## config.mk

```make
export PLATFORM = sky130hd
export DESIGN_NAME = memory_arbiter
export DESIGN_NICKNAME = d
export VERILOG_FILES = /design/src/rtl/memory_arbiter.sv
export SDC_FILE = /design/constraint.sdc
export NUM_CORES = 1
export LEC_CHECK = 0
export CORE_UTILIZATION = 45
export DETAILED_ROUTE_END_ITERATION = 10
export HOLD_SLACK_MARGIN = 0.15
export PLACE_DENSITY = 0.87
export SETUP_SLACK_MARGIN = 0.15
export SLEW_MARGIN = 20
export SYNTH_ARGS = -nofsm -noshare
export SYNTH_HDL_FRONTEND = slang
export SYNTH_SLANG_ARGS = --single-unit
```

## constraint.sdc

```tcl
create_clock -name i_clk -period 5 [get_ports i_clk]
set_input_delay 1 -clock i_clk [delete_from_list [all_inputs] [get_ports i_clk]]
set_output_delay 1 -clock i_clk [all_outputs]
set_load 0.03 [all_outputs]
```

## src/rtl/memory_arbiter.sv

```systemverilog
// Arbitrates CPU fetch and data ports onto one single-port memory with a req/ack
// handshake and a wait-cycle watchdog. Optional: MEMORY_ARBITER_ROUND_ROBIN_EN.
module memory_arbiter #(
  parameter int ADDR_WIDTH = 16,
  parameter int DATA_WIDTH = 32,
  parameter int MAX_WAIT   = 15
) (
  input  logic                  i_clk,
  input  logic                  i_reset_n,
  input  logic                  i_if_req,
  input  logic [ADDR_WIDTH-1:0] i_if_addr,
  output logic                  o_if_ready,
  output logic [DATA_WIDTH-1:0] o_if_instruction,
  input  logic                  i_dm_req,
  input  logic                  i_dm_rw,
  input  logic [ADDR_WIDTH-1:0] i_dm_addr,
  input  logic [DATA_WIDTH-1:0] i_dm_wdata,
  output logic                  o_dm_ready,
  output logic [DATA_WIDTH-1:0] o_dm_rdata,
  output logic                  o_mem_req,
  output logic                  o_mem_rw,
  output logic [ADDR_WIDTH-1:0] o_mem_addr,
  output logic [DATA_WIDTH-1:0] o_mem_wdata,
  input  logic                  i_mem_ack,
  input  logic [DATA_WIDTH-1:0] i_mem_rdata,
  output logic                  o_stall,
  output logic                  o_timeout,
  output logic [1:0]            o_grant
);

  localparam logic [7:0] WAIT_LIMIT = 8'(MAX_WAIT);

  typedef enum logic [1:0] {
    IDLE     = 2'd0,
    GRANT_IF = 2'd1,
    GRANT_DM = 2'd2
  } state_t;

  state_t     state, state_nxt;
  logic [7:0] wait_cnt;
  logic       if_elig, dm_elig, pick_dm, abort, finish;

  // A requester whose ready pulse is still showing has already been served.
  assign if_elig = i_if_req & ~o_if_ready;
  assign dm_elig = i_dm_req & ~o_dm_ready;
  assign o_stall = if_elig | dm_elig;

  assign o_mem_req = (state != IDLE);
  assign o_grant   = {state == GRANT_DM, state == GRANT_IF};
  assign abort     = (state != IDLE) & ~i_mem_ack & (wait_cnt == WAIT_LIMIT);
  assign finish    = (state != IDLE) & (i_mem_ack | abort);

`ifdef MEMORY_ARBITER_ROUND_ROBIN_EN
  logic last_dm;

  always_ff @(posedge i_clk or negedge i_reset_n) begin
    if (!i_reset_n) begin
      last_dm <= 1'b0;
    end else if (state == IDLE && state_nxt != IDLE) begin
      last_dm <= pick_dm;
    end
  end
`endif

  always_ff @(posedge i_clk or negedge i_reset_n) begin
    if (!i_reset_n) state <= IDLE;
    else            state <= state_nxt;
  end

  always_comb begin
    state_nxt = state;
    pick_dm   = 1'b0;
    case (state)
      IDLE: begin
        if (if_elig && dm_elig) begin
`ifdef MEMORY_ARBITER_ROUND_ROBIN_EN
          pick_dm = ~last_dm;
`else
          pick_dm = 1'b1;
`endif
        end else begin
          pick_dm = dm_elig;
        end
        if (if_elig || dm_elig) state_nxt = pick_dm ? GRANT_DM : GRANT_IF;
      end
      GRANT_IF, GRANT_DM: begin
        if (finish) state_nxt = IDLE;
      end
      default: state_nxt = IDLE;
    endcase
  end

  always_ff @(posedge i_clk or negedge i_reset_n) begin
    if (!i_reset_n) begin
      wait_cnt         <= '0;
      o_mem_rw         <= 1'b0;
      o_mem_addr       <= '0;
      o_mem_wdata      <= '0;
      o_if_ready       <= 1'b0;
      o_dm_ready       <= 1'b0;
      o_if_instruction <= '0;
      o_dm_rdata       <= '0;
      o_timeout        <= 1'b0;
    end else begin
      o_if_ready <= 1'b0;
      o_dm_ready <= 1'b0;
      o_timeout  <= 1'b0;
      if (state == IDLE) begin
        if (state_nxt != IDLE) begin
          wait_cnt <= '0;
          if (pick_dm) begin
            o_mem_rw    <= i_dm_rw;
            o_mem_addr  <= i_dm_addr;
            o_mem_wdata <= i_dm_wdata;
          end else begin
            o_mem_rw    <= 1'b0;
            o_mem_addr  <= i_if_addr;
            o_mem_wdata <= '0;
          end
        end
      end else if (finish) begin
        o_timeout <= abort;
        if (state == GRANT_IF) begin
          o_if_ready       <= 1'b1;
          o_if_instruction <= abort ? '0 : i_mem_rdata;
        end else begin
          o_dm_ready <= 1'b1;
          o_dm_rdata <= (abort || o_mem_rw) ? '0 : i_mem_rdata;
        end
      end else if (wait_cnt != '1) begin
        wait_cnt <= wait_cnt + 8'd1;
      end
    end
  end

endmodule

```

==> results.json <==
{
  "fin_crit_ns": 3.48,
  "fmax_mhz": 288,
  "syn-cell-area_um2": 5000,
  "postCtsResizedCells": 0,
  "synth_cell_types": 42,
  "die_w_um": 107,
  "cts_setup_buffers": 0,
  "yosys_most_used_dff": "dfrtp_1",
  "hp-class": "in -> async",
  "initial_core_util": 0.462,
  "r2r-start": "state[0]",
  "setup_tns_ns": 0,
  "detail-route-antenna-nets": 0,
  "gp_congestion": 0.754,
  "final_nets": 695,
  "clockBufferDepth": 2,
  "cts_made_buffers": 17,
  "r2r_setup_slack_ns": 2.44,
  "ys_async_sr_fraction": 1.00,
  "cp-startpoint": "state[0]",
  "cts_tree": "done",
  "worstSetupPathType": "reg -> out",
  "status": "finished, final reports clean",
  "ys_ff_latch": 126,
  "grtUsageTotal": 0.252,
  "grt_use_met3": 0.0817,
  "die_area_um2": 11500,
  "antenna_found_initial": 0,
  "clkTransAtPathRegs_ns": 0.06,
  "avgSynthCellArea_um2": 13.3,
  "n_antenna_cell": 0,
  "wl_mm": 14.1,
  "die-height_um": 107,
  "finalHoldViolCount": 0,
  "grt_pass1_wl_mm": 21.8,
  "cellPowerDensity_nw_per_um2": 783,
  "yosysMostFrequentCell": "dfrtp_1",
  "grt_max_degree": 70,
  "post-route-util": 0.727,
  "critPathArrivalTime_ns": 2.48,
  "rsz0062_at_grt": "false",
  "worst_slew_pin_slew_ns": 0.910,
  "rr_worst_depth": 6,
  "synth_top_area_share": 0.630,
  "port_buffers": 221,
  "setup-violations-final": 0,
  "yosys_warnings": 0,
  "combPwrFrac": 0.498,
  "grt_use_met1": 0.314,
  "critPathLaunchType": "flop",
  "busiest_layer": "met2",
  "p_clk_frac": 0.213,
  "fin_crit_sh": 0.695,
  "core-area_um2": 10800,
  "power_switching_mw": 2.50,
  "dp_hpwl_mm": 9.51,
  "power_frac_seq": 0.289,
  "synth_cells": 375,
  "holdBufCountCts": 0,
  "drtIter0Drc": 298,
  "wire_per_inst_um": 19.0,
  "p_sw_frac": 0.406,
  "synth_top_cell_by_area": "dfrtp_1",
  "cp_max_fo": 14,
  "drc": 0,
  "cts_sinks": 126,
  "clock_latency_ns": 0.52,
  "cts_root_buf": "clkbuf_8",
  "ir_drop_mv": 0.466,
  "synth_edf_count": 0,
  "overflow": 0,
  "worst_ep_required_time_ns": 4.00,
  "final_max_slew_viol_count": 0,
  "grt_use_met2": 0.407,
  "cp-end-kind": "primary output",
  "syn_nets": 483,
  "finalClockSkew_ns": 0.0103,
  "power.leakage_nw": 3.55,
  "io_pins": 222,
  "slew_headroom": 0.392,
  "placementRows": 38,
  "syn2layout_area_growth_pct": 57.4,
  "hold_ws_ns": 0.436,
  "grt_pass1_vias": 4112,
  "vias": 4134,
  "avgViaCountPerCell": 5.59,
  "drive_gt1_frac": 0.0800,
  "cap_violations": 0,
  "synthTopCellsByArea": "dfrtp_1 63%, a22o_1 17%, mux2i_1 3.4%, o21ai_0 1.7%, nand2_1 1.7%",
  "p_int_mw": 3.67,
  "r2r_end": "wait_cnt[0]",
  "cts-htree-levels": 4,
  "dr.pass1.iters": 4,
  "ys_seq_area_frac": 0.630,
  "synth.top_cells.by_count": "126 x dfrtp_1, 95 x a22o_1, 22 x nand2_1"
}
## flip-flops by register name, indices dropped and copies added, names as in the netlist
name / count
state: 2
o_mem_rw: 1
o_mem_addr: 16
o_if_ready: 1
o_timeout: 1
wait_cnt: 8
o_dm_ready: 1
o_mem_wdata: 32
o_if_instruction: 32
o_dm_rdata: 32
## critical path, stage by stage (launching register included)
cell and delay (ns):
dfrtp_1 0.45, inv_1 0.18, ha_1 0.47, inv_1 0.20, clkdlybuf4s50_1 0.64
## stage by stage
stage	area [um2]	setup WS, ns	power [mW]	std cells
finish	7880	1.52	6.17	740
global route	7880	1.37	6.46	740
CTS	7870	1.52	6.20	740
detailed placement	7230	1.61	4.84	708
global placement	7230	1.61	4.75	708
floorplan	5000	2.67	3.59	375
## final cells by class
cell class                      instances  area [um2]
Clock buffer                           18         418
Timing Repair Buffer                  224        2230
Multi-Input combinational cell        213        1660
Inverter                                5        18.8
Clock inverter                         14         215
Sequential cell                       126        3150
Fill cell                             727        2960
Tap cell                              140         175
## worst max-delay path by stage
stage / end / slack (ns) / depth (start not counted)
2_1_floorplan: o_stall / 2.67 / 2
3_3_place_gp: o_stall / 1.61 / 4
3_5_place_dp: o_stall / 1.61 / 4
4_1_cts: o_mem_req / 1.52 / 4
5_1_grt: o_mem_req / 1.37 / 4
6_report: o_mem_req / 1.52 / 4
## placed cells by master (no fill, tap or decap), types with 4 or more instances in the layout
master,netlist,routed
dfrtp_1,126,126
nand3_1,5,5
inv_1,5,5
mux2i_1,17,17
nand2_1,22,22
ha_1,6,6
bufinv_16,0,5
clkdlybuf4s50_1,0,220
a21oi_1,7,7
clkbuf_16,0,16
nand4_1,4,4
a22o_1,95,95
buf_4,1,4
o21ai_0,17,17
## layer usage
metal,up-vias,wire length [um]
met4,0,329
li1,1847,-
met2,217,6950
met5,-,0
met3,28,1200
met1,2042,5600
## logic make-up (layout without fill, tap and decap cells)
group | Yosys count | after routing | synth area share
AO/OA/AOI/OAI | 138 | 138 | 0.223
adder cells (fa/ha/maj) | 6 | 6 | 0.0150
buffers and inverters | 36 | 261 | 0.0430
flip-flops | 126 | 126 | 0.630
multiplexers | 18 | 18 | 0.0362
AND/OR/NAND/NOR | 51 | 51 | 0.0532
## power groups by stage
| stage | Clock [mW] | Sequential (mW) | Combinational, mW |
|---|---|---|---|
| finish | 1.31 | 1.79 | 3.07 |
| global route | 1.38 | 1.84 | 3.24 |
| CTS | 1.32 | 1.78 | 3.09 |
| detailed placement | 0 | 1.78 | 3.06 |
| global placement | 0 | 1.77 | 2.99 |
| floorplan | 0 | 2.63 | 0.963 |
No activity file was read; power rests on OpenSTA's default activity.
